--- src/rtl/tt_prio_pkg.sv ---
// Shared definitions for the 16-line priority encoder/decoder pair.
// Both ends take the line count, "no line" code and FSM encoding from here.
package tt_prio_pkg;

  localparam int NUM_LINES = 16;
  localparam logic [7:0] CODE_NONE = 8'hF0;

  typedef enum logic [1:0] {
    IDLE = 2'd0,
    CAPT = 2'd1,
    ACK  = 2'd2
  } state_t;

  function automatic logic [NUM_LINES-1:0] line_onehot(
    input logic [3:0] idx
  );
    line_onehot = '0;
    line_onehot[idx] = 1'b1;
  endfunction

endpackage

--- src/rtl/sync_ff.sv ---
// Single-bit synchronizer of configurable depth.
// Output is the last flop of a reset-to-zero shift chain.
module sync_ff #(
  parameter int DEPTH = 2
) (
  input  logic clk,
  input  logic rst_n,
  input  logic d,
  output logic q
);

  logic [DEPTH-1:0] sr;

  always_ff @(posedge clk or negedge rst_n) begin
    if (!rst_n) sr <= '0;
    else        sr <= {sr[DEPTH-2:0], d};
  end

  assign q = sr[DEPTH-1];

endmodule

--- src/rtl/tt_um_priority_decoder.sv ---
// Handshaked index-code to line-mask decoder for the Tiny Tapeout tile.
// Replaces or accumulates the mask, read out one byte at a time.
module tt_um_priority_decoder
  import tt_prio_pkg::*;
#(
  parameter logic [7:0] NONE_CODE   = CODE_NONE,
  parameter int         SYNC_STAGES = 2
) (
  input  logic       clk,
  input  logic       rst_n,
  input  logic       ena,
  input  logic [7:0] ui_in,
  input  logic [7:0] uio_in,
  output logic [7:0] uo_out,
  output logic [7:0] uio_out,
  output logic [7:0] uio_oe
);

  logic stb_s;
  logic clr_s;
  logic mode_s;
  logic hsel_s;

  sync_ff #(.DEPTH(SYNC_STAGES)) u_stb (
    .clk(clk), .rst_n(rst_n), .d(uio_in[0]), .q(stb_s)
  );
  sync_ff #(.DEPTH(SYNC_STAGES)) u_clr (
    .clk(clk), .rst_n(rst_n), .d(uio_in[1]), .q(clr_s)
  );
  sync_ff #(.DEPTH(SYNC_STAGES)) u_mode (
    .clk(clk), .rst_n(rst_n), .d(uio_in[2]), .q(mode_s)
  );
  sync_ff #(.DEPTH(SYNC_STAGES)) u_hsel (
    .clk(clk), .rst_n(rst_n), .d(uio_in[3]), .q(hsel_s)
  );

  state_t state;
  state_t state_n;

  logic [7:0]           code_q;
  logic                 mode_q;
  logic [NUM_LINES-1:0] mask;
  logic [NUM_LINES-1:0] mask_n;
  logic                 err;
  logic                 err_n;
  logic                 empty;
  logic                 empty_n;
  logic                 ack;
  logic                 full;
  logic                 is_line;
  logic                 is_none;

  always_ff @(posedge clk or negedge rst_n) begin
    if (!rst_n) state <= IDLE;
    else        state <= state_n;
  end

  always_comb begin
    state_n = state;
    unique case (state)
      IDLE:    if (stb_s) state_n = CAPT;
      CAPT:    state_n = ACK;
      ACK:     if (!stb_s) state_n = IDLE;
      default: state_n = IDLE;
    endcase
  end

  always_ff @(posedge clk or negedge rst_n) begin
    if (!rst_n) begin
      code_q <= '0;
      mode_q <= 1'b0;
    end else if (state == IDLE && stb_s) begin
      code_q <= ui_in;
      mode_q <= mode_s;
    end
  end

  assign is_line = (code_q[7:4] == 4'h0);
  assign is_none = (code_q == NONE_CODE);

  // Clear wins over a decode landing in the same cycle.
  always_comb begin
    mask_n  = mask;
    err_n   = err;
    empty_n = empty;
    if (clr_s) begin
      mask_n  = '0;
      err_n   = 1'b0;
      empty_n = 1'b0;
    end else if (state == CAPT) begin
      unique case (1'b1)
        is_line: begin
          mask_n  = (mode_q ? mask : '0)
                  | line_onehot(code_q[3:0]);
          empty_n = 1'b0;
        end
        is_none: begin
          empty_n = 1'b1;
          if (!mode_q) mask_n = '0;
        end
        default: err_n = 1'b1;
      endcase
    end
  end

  always_ff @(posedge clk or negedge rst_n) begin
    if (!rst_n) begin
      mask  <= '0;
      err   <= 1'b0;
      empty <= 1'b0;
    end else begin
      mask  <= mask_n;
      err   <= err_n;
      empty <= empty_n;
    end
  end

  assign ack     = (state == ACK);
  assign full    = &mask;
  assign uo_out  = hsel_s ? mask[15:8] : mask[7:0];
  assign uio_out = {full, empty, err, ack, 4'h0};
  assign uio_oe  = 8'hF0;

  logic unused;
  assign unused = &{1'b0, ena, uio_in[7:4]};

endmodule

--- config.mk ---
export PLATFORM = sky130hd
export DESIGN_NAME = tt_um_priority_decoder
export DESIGN_NICKNAME = d
export VERILOG_FILES = /design/src/rtl/tt_prio_pkg.sv /design/src/rtl/sync_ff.sv /design/src/rtl/tt_um_priority_decoder.sv
export SDC_FILE = /design/constraint.sdc
export NUM_CORES = 1
export LEC_CHECK = 0
export CAP_MARGIN = 20
export CORE_MARGIN = 10
export CORE_UTILIZATION = 61
export DETAILED_ROUTE_END_ITERATION = 8
export DONT_BUFFER_PORTS = 1
export HOLD_SLACK_MARGIN = 0.05
export PLACE_DENSITY_LB_ADDON = 0.12
export SYNTH_ARGS = -nofsm -noshare
export SYNTH_HDL_FRONTEND = slang
export SYNTH_SLANG_ARGS = --single-unit
--- constraint.sdc ---
create_clock -name clk -period 2.2 [get_ports clk]
set_input_delay 0.11 -clock clk [delete_from_list [all_inputs] [get_ports clk]]
set_output_delay 0.11 -clock clk [all_outputs]
set_load 0.02 [all_outputs]
After elaboration in Yosys (flattened, before gate mapping)

Index checks and enable logic that the tools add are counted.
Widths: inputs -> output; s select.

Output and inout bits: 24
Bits in registers: 37
Logic and storage cells: 46
Bits of input ports: 19

Reductions and logical operators: 11
Muxes and demuxes: 16
Eq/ne operators: 6
$lt $le $gt $ge: 2
Bitwise logic cells: 1

Operators with widths:

| operator           | number |
|---|---|
| $mux 16            | 3 |
| $pmux 16 s2        | 1 |
| $or 16x16->16      | 1 |
| $reduce_and 16->1  | 1 |
| $eq 8x8->1 const B | 1 |
| $mux 8             | 1 |
| $mux 1             | 6 |
| $pmux 2 s3         | 1 |
| $reduce_and 2->1   | 3 |
| $lt 4x5->1 const B | 1 |
| $demux 1 s4        | 1 |
| $ge 4x1->1 const B | 1 |
| $logic_not 4->1    | 1 |
| $mux 2             | 2 |
| $ne 2x1->1 const B | 2 |
| $reduce_bool 3->1  | 1 |
| $eq 2x1->1 const B | 1 |
| $eq 2x2->1 const B | 1 |
| $logic_and 1x1->1  | 2 |
| $logic_not 2->1    | 1 |
| $ne 2x2->1 const B | 1 |
| $pmux 1 s2         | 1 |
| $reduce_bool 2->1  | 1 |
| $reduce_or 2->1    | 1 |

Longest topological paths before layout

Gate-level depths: netlist (run 1).

Depth after elaboration: 8
Gate-level depth with buffers: 5
Gate-level depth less buffers: 4

Cells and area by module

A second synthesis (run 1) with hierarchy kept.

Cell total of the unflattened synthesis: 129
Area total of the unflattened synthesis: 1,632.8 µm²

By module, submodules not included:

| module                 | seq. area each (µm²) | cells each | area each (µm²) | instances |
|---|---|---|---|---|
| tt_um_priority_decoder | 725.7                | 121        | 1,432.6         | 1 |
| sync_ff                | 50.0                 | 2          | 50.0            | 4 |

Worst setup path after synthesis (run 1)

Ideal clock, no wire load.

Kind: register -> register
From: register code_q[1]
To: register mask[11]
Buffers on the path: 1
Arrival time: 1.405 ns
Stages on the path, launching flop included: 6
Period minus slack after synthesis: 1.529 ns
Setup slack: 0.671 ns
Required time: 2.076 ns
Library setup time: 0.124 ns
Cell sequence: dfrtp_1 -> or2_4 -> o41ai_2 -> a21oi_4 -> buf_6 -> o2bb2ai_1

Cells in the longest elaborated chain, start to end: 8
Elaborated cells on any way between the ends: 12
Those cells by class: 2 x order compare; 1 x eq/ne; 5 x mux; 1 x bitwise; 3 x reduce/logical

Ends and longest elaborated chain:

| item                                                                  | RTL line                      | RTL |
|---|---|---|
| start: declaration                                                    | tt_um_priority_decoder.sv:40  | `logic [7:0] code_q;` |
| start signal: assignment                                              | tt_um_priority_decoder.sv:73  | `code_q <= ui_in;` |
| $lt 4x5->1 (implied by the code) / $ge 4x1->1 (equally long branches) | tt_prio_pkg.sv:18             | `line_onehot[idx] = 1'b1;` |
| $logic_and 1x1->1 (implied by the code)                               | tt_prio_pkg.sv:18             |  |
| $mux 1 (implied by the code)                                          | tt_prio_pkg.sv:18             |  |
| $demux 1 s4                                                           | tt_prio_pkg.sv:18             |  |
| $or 16x16->16                                                         | tt_um_priority_decoder.sv:94  | `\| line_onehot(code_q[3:0]);` |
| $pmux 16 s2                                                           | tt_um_priority_decoder.sv:91  | `unique case (1'b1)` |
| $mux 16                                                               | tt_um_priority_decoder.sv:90  | `end else if (state == CAPT) begin` |
| $mux 16                                                               | tt_um_priority_decoder.sv:86  | `if (clr_s) begin` |
| end signal: assignment                                                | tt_um_priority_decoder.sv:112 | `mask <= mask_n;` |
| end: declaration                                                      | tt_um_priority_decoder.sv:42  | `logic [NUM_LINES-1:0] mask;` |

Parallel ways exist; a longest one is shown, timed or not. The select of a mux whose other input is x is not followed.
A chain may end at the register's enable or synchronous reset.

Worst setup path in the final report (run 1)

From: register code_q[1]
To: register mask[0]

The elaborated chain is that of the path after synthesis.

==> results.ini, run 1 <==
[global_routing]
grt_overflow = 0
grt_pass1_vias = 1045
grt_max_degree = 38
gr-usage-all-layers_pct = 12.5
grt_pass1_wl_mm = 5.07
antenna_found_initial = 0

[die]
die-area_um2 = 5150
dieHeight_um = 71.7
die_x_um = 71.7
num_rows = 18
start_util_pct = 64.7
coreArea_um2 = 2520
io_pins = 43

[synthesis]
synth_top_area_share_pct = 56.7
synth-seq-cells = 37
ys_types = 27
syn_area_per_cell_um2 = 12.7
yosysWarnings = 0
synth_top_area_cell = dfrtp_1
synthTopCellsByArea = dfrtp_1 (57%), mux2_2 (10%), buf_4 (7.4%), o2bb2ai_1 (6.4%), a32o_1 (2.5%)
syn-cell-area_um2 = 1630
synth-seq-area-share_pct = 56.7
postSynthCellCount = 129

[timing]
rsz0062_at_grt = false
setup_violations = 0
period_minus_slack_ns = 1.72
finalCritPeriodShare_pct = 78.2
fmax_mhz = 581
finalSetupTns_ns = 0
finalHoldViolations = 0
final_max_slew_viol_count = 0
fin_skew_ns = 0.00643

[layout]
fin_util_pct = 70.7
drive_above_1_share_pct = 20.1
area_growth_pct = 9.27
fin_area_um2 = 1780
n_fill_cell = 178
nets = 162
n_antenna_cell = 0

[placed_design]
place_congestion = 0.789
dpl-instance-area_um2 = 1580
portBuffers = 0
dpl.hpwl_mm = 2.15

[run]
maxCapViolations = 0

[drt]
drtIter0Drc = 88
wl_per_cell_um = 17.5
detail-route-antenna-nets = 0
wl_mm = 3.04
drc_errors = 0
vias = 1003
viasPerCell = 5.76
dr.pass1.iters = 4

[power]
p_int_mw = 1.09
clkPwrFrac_pct = 20.1
p_sw_share_pct = 33.9
leakage_nw = 0.790
p_total_mw = 1.65
powerDensity_nw_per_um2 = 924
p_switching_mw = 0.558
ir_drop_uv = 737
seq_power_share_pct = 56.4
combPwrFrac_pct = 23.6

[clocking]
tritoncts = built
cts.sinks = 37
htree_levels = 2
clockBufferDepth = 2
root_buffer = clkbuf_4
cts_inserted_buffers = 5
cts_hold_buf = 14
clkLatencyLatePin_ns = 0.34
postCtsSetupBuffers = 0
cts-resized-gates = 0
clk_pin_slew_ns = 0.10

[setup_path]
path_buf_inv = 0
cp_top_family = compound AO/OA/AOI/OAI gates
critical_path.slowest_cell = dfrtp_1
worst_ep_arrival_time_ns = 1.95
endpoint_kind = register
cp_slowest_stage_delay_ns = 0.47
ff2ff_setup_slack_ns = 0.48
crit_required_ns = 2.43
crit_type = reg -> reg
crit_chain = or2_4 > o41ai_2 > a21oi_4 > a32o_1
rr_worst_depth = 4
cp-start-kind = register
path_max_fanout = 16
r2r_end = mask[0]$_DFFE_PN0P_
r2r_start = code_q[1]$_DFFE_PN0P_

[outcome]
outcome = completed

[hold_path]
hp-class = in -> async

-- metal layers --
layer / global-route usage, % / routed length, um / part of all wire [%] / vias up
met2: 18.1 / 1350 / 44 / 41
met5: 0 / 0 / 0 / -
li1: - / - / - / 470
met1: 14.2 / 1270 / 42 / 485
met3: 6.89 / 359 / 12 / 7
met4: 6.88 / 62 / 2.0 / 0
-- power groups by stage --
stage | combinational (mW) | sequential, mW | clock [mW]
after CTS | 0.390 | 0.930 | 0.341
after global routing | 0.433 | 0.951 | 0.359
final | 0.388 | 0.929 | 0.331
after global placement | 0.344 | 0.935 | 0
after floorplan | 0.349 | 0.900 | 0
after detailed placement | 0.351 | 0.945 | 0
-- flip-flops by register name, summed over array words and instances, names as in the netlist, 2 cells and up --
register / flops
state: 2
u_stb.sr: 2
u_hsel.sr: 2
u_mode.sr: 2
mask: 16
u_clr.sr: 2
code_q: 8
-- layout by cell type (no fill, tap or decap) --
cell / count
inv_1: 4
a21oi_1: 1
clkinv_2: 2
or4_4: 1
nor4_1: 2
buf_12: 1
dlygate4sd3_1: 13
nand2b_1: 1
conb_1: 12
mux2_2: 15
nand2_1: 7
a32o_1: 4
clkbuf_1: 1
clkbuf_4: 5
o21ai_0: 4
a21oi_4: 1
nor3b_1: 1
o41ai_2: 1
buf_4: 2
nand4_1: 6
or2_4: 1
nand4bb_1: 1
o2bb2ai_1: 12
nor2b_1: 1
o22ai_1: 1
and3_1: 1
dfrtp_1: 37
nand4b_1: 2
nor2_1: 4
-- logic make-up (layout without fill, tap and decap cells) --
group           Yosys count  in the layout  synth area share (%)
flops                    37             37                  56.7
simple gates             28             28                  10.2
compound gates           24             24                  12.8
buf+inv                  23             28                  9.50
mux                      15             15                  10.3
other cells               2             12                 0.460
-- area by class of cell --
type	count	area, um^2	area share (%)
clock inverter	2	10.0	0.561
clock buffer	6	41.3	2.31
sequential	37	926	51.9
multi-input combinational	79	589	33.0
tap	30	37.5	2.10
timing repair buffer	16	165	9.26
inverter	4	15.0	0.842
-- worst max path at each step --
stage | start | to | slack (ns) | depth (start not counted)
finish | code_q[1]$_DFFE_PN0P_ | mask[0]$_DFFE_PN0P_ | 0.48 | 4
global route | code_q[1]$_DFFE_PN0P_ | mask[3]$_DFFE_PN0P_ | 0.38 | 4
CTS | code_q[1]$_DFFE_PN0P_ | mask[0]$_DFFE_PN0P_ | 0.47 | 4
detailed placement | code_q[1]$_DFFE_PN0P_ | mask[3]$_DFFE_PN0P_ | 0.49 | 4
global placement | code_q[1]$_DFFE_PN0P_ | mask[1]$_DFFE_PN0P_ | 0.52 | 4
floorplan | code_q[1]$_DFFE_PN0P_ | mask[11]$_DFFE_PN0P_ | 0.67 | 5
-- Yosys cell counts --
master      n
nor2_1      4
buf_6       1
inv_1       4
nand2b_1    1
mux2_2     15
a21oi_1     1
a21oi_4     1
nand2_1     7
or4_4       1
nor2b_1     1
o41ai_2     1
a32o_1      4
clkbuf_1    1
nand4_1     6
nand4b_1    2
conb_1      2
dfrtp_1    37
o2bb2ai_1  12
buf_2       1
buf_4      16
o21ai_0     4
or2_4       1
nor4_1      2
nand4bb_1   1
nor3b_1     1
o22ai_1     1
and3_1      1
-- through the flow --
step	worst slack (ns)	hold WS [ns]	cells
finish	0.479	0.202	174
global route	0.376	0.232	174
detailed placement	0.490	-0.184	152
global placement	0.524	-0.184	152
floorplan	0.671	-0.186	139
CTS	0.473	0.201	174
(Power assumes the default switching activity.)
==> run 2: changes to the inputs <==
--- a/config.mk
+++ b/config.mk
@@ -5,9 +5,10 @@
 export SDC_FILE = /design/constraint.sdc
 export NUM_CORES = 1
 export LEC_CHECK = 0
+export ABC_AREA = 1
 export CAP_MARGIN = 20
 export CORE_MARGIN = 10
-export CORE_UTILIZATION = 61
+export CORE_UTILIZATION = 56
 export DETAILED_ROUTE_END_ITERATION = 8
 export DONT_BUFFER_PORTS = 1
 export HOLD_SLACK_MARGIN = 0.05
==> constraint.sdc (replaced) <==
create_clock -name clk -period 1.43 [get_ports clk]
set_input_delay 0.0715 -clock clk [delete_from_list [all_inputs] [get_ports clk]]
set_output_delay 0.0715 -clock clk [all_outputs]
set_load 0.02 [all_outputs]
==> results.ini, run 2 <==
[outcome]
outcome = completed

[drt]
detail-route-antenna-nets = 0  ; unchanged
wl_per_cell_um = 14.0  ; -20%
viasPerCell = 5.14  ; -11%
vias = 1589  ; +58%
drtIter0Drc = 263  ; +200%
drc_errors = 0  ; unchanged
wl_mm = 4.33  ; +42%
dr.pass1.iters = 4  ; unchanged

[layout]
n_antenna_cell = 0  ; unchanged
layout_common_cells = nand2_1 (80), dfrtp_1 (36), o21ai_0 (24), buf_4 (22), nand4_1 (21)
largest_register_ffs = 16  ; unchanged
n_fill_cell = 295  ; +66%
area_growth_pct = 16.7
layout_commonest_cell = nand2_1
largest-register = mask
drive_above_1_share_pct = 20.2  ; about the same
top_regs = mask x16, code_q x8
nets = 281  ; +73%
instances_no_fill = 309  ; +78%

[timing]
period_minus_slack_ns = 1.40
final_max_slew_viol_count = 0  ; unchanged
rsz0062_at_grt = true
finalSetupTns_ns = 0  ; unchanged
worst_slack_ns = 0.0325  ; -0.447 ns
finalCritPeriodShare_pct = 97.7
fmax_mhz = 716
fin_skew_ns = 0.0142  ; +0.00776 ns
finalHoldViolations = 0  ; unchanged
setup_violations = 0  ; unchanged

[power]
ir_drop_uv = 794  ; +7.7%
powerDensity_nw_per_um2 = 1380  ; +49%
leakage_nw = 1.12  ; +41%
p_total_mw = 3.08  ; +87%

[die]
die-area_um2 = 6170  ; +20%
die_x_um = 78.5  ; +9.5%
io_pins = 43  ; unchanged
coreArea_um2 = 3340  ; +32%
num_rows = 21  ; +3
start_util_pct = 57.5  ; -7.2 points
dieHeight_um = 78.5  ; +9.5%

[clocking]
clockBufferDepth = 2  ; unchanged
cts.sinks = 37  ; unchanged
htree_levels = 2  ; unchanged
clk_pin_slew_ns = 0.12  ; +0.02 ns
tritoncts = built
root_buffer = clkbuf_4
clkLatencyLatePin_ns = 0.35  ; about the same
cts_inserted_buffers = 5  ; unchanged

[placed_design]
dpl.hpwl_mm = 3.00  ; +39%
dp_slack_ns = 0.118  ; -0.373 ns
dp_cells = 277  ; +82%
place_congestion = 0.890  ; +13%
portBuffers = 0  ; unchanged

[synthesis]
yosysWarnings = 0  ; unchanged
synth-seq-area-share_pct = 48.2  ; -8.5 points
synth-async-reset-ratio_pct = 100  ; unchanged
synthTopCellsByArea = dfrtp_1 (48%), nand2_1 (16%), nand4_1 (6.8%), o21ai_0 (6.3%), buf_4 (6.3%)
synth-edff-count = 0  ; unchanged
postSynthCellCount = 232  ; +80%
synth-seq-cells = 37  ; unchanged
ys_top_cells_by_count = nand2_1 (80), dfrtp_1 (37), o21ai_0 (24), nand4_1 (21), buf_4 (16)
synthFlopType = dfrtp_1
syn-cell-area_um2 = 1920  ; +18%
synth_top_area_share_pct = 48.2  ; -8.5 points
synth_most_common_cell = nand2_1
ys_types = 22  ; -19%
syn_area_per_cell_um2 = 8.27  ; -35%
synth_top_area_cell = dfrtp_1

[global_routing]
grt_overflow = 0  ; unchanged
gr-usage-all-layers_pct = 14.7  ; +2.2 points
grt_pass1_vias = 1594  ; +53%
grt_max_degree = 38  ; unchanged
antenna_found_initial = 0  ; unchanged
grt_pass1_wl_mm = 7.42  ; +46%

[setup_path]
crit_required_ns = 1.36  ; -1.07 ns
path_max_fanout = 3  ; -13
cp-start-kind = register
worst_ep_arrival_time_ns = 1.33  ; -0.62 ns
crit_type = reg -> out
endpoint_kind = primary output

[run]
maxCapViolations = 0  ; unchanged

[hold_path]
hp-class = in -> async

[run 2: worst max-delay path, cell delays in order, from the launching register on]
cell and delay, ns:
dfrtp_1 0.40, nand4_1 0.13, nor4_2 0.27, buf_4 0.18
[run 2: cells by family after synthesis]
logic type	share of synthesized area [%]
buf+inv	12.6
other cells	0.391
compound gates	7.82
mux	0.587
flops	48.2
simple gates	30.4
[run 2: path summary, 6_finish.rpt]
check,from,to,slack [ns],cells after the start
min,rst_n,mask[1]$_DFFE_PN0P_,0.17,2
max reg2reg,code_q[0]$_DFFE_PN0P_,mask[12]$_DFFE_PN0P_,0.13,8
max,mask[14]$_DFFE_PN0P_,uio_out[7],0.03,3
min reg2reg,u_stb.sr[0]$_DFF_PN0_,u_stb.sr[1]$_DFF_PN0_,0.36,0
min in group clk,uio_in[0],u_stb.sr[0]$_DFF_PN0_,0.28,1
max in group asynchronous,rst_n,u_hsel.sr[1]$_DFF_PN0_,1.05,2
[run 2: layer usage]
layer | share of wire [%] | vias to the layer above | GRT usage [%]
met5 | 0 | - | 0
met4 | 1.2 | 0 | 5.56
met3 | 7.5 | 6 | 5.13
met2 | 48 | 60 | 23.4
met1 | 43 | 737 | 17.8
li1 | - | 786 | -
[run 2: power by group]
| part | leakage [nW] | total, mW | switching (mW) | internal, mW |
|---|---|---|---|---|
| Sequential | 0.480 | 1.39 | 0.171 | 1.22 |
| Combinational | 0.606 | 1.17 | 0.817 | 0.351 |
| Clock | 0.0320 | 0.523 | 0.336 | 0.187 |
| Total | 1.12 | 3.08 | 1.32 | 1.76 |
[run 2: area by class of cell]
class	instances	area, um^2	share of cell area, %
clock buffer	6	41.3	1.84
tap	46	57.6	2.57
clock inverter	2	10.0	0.447
inverter	20	75.1	3.35
sequential	37	927	41.4
timing repair buffer	36	315	14.1
multi-input combinational	162	813	36.3
[run 2: timing repair]
item | in CTS | in global routing
resized for setup | 1 | 4
hold buffers | 14 | 0
pin swaps | 0 | 3
hold endpoints to repair | 49 | 0
setup endpoints to repair | 2 | 8
buffers inserted | 6 | 4
[run 2: through the flow]
step	cell area [um^2]	util [%]	hold WS [ns]
global placement	1940	58.1	-0.222
floorplan	1960	-	-0.224
detailed placement	1940	58.1	-0.223
CTS	2190	65.5	0.169
finish	2240	67.1	0.174
global route	2240	67.1	0.175
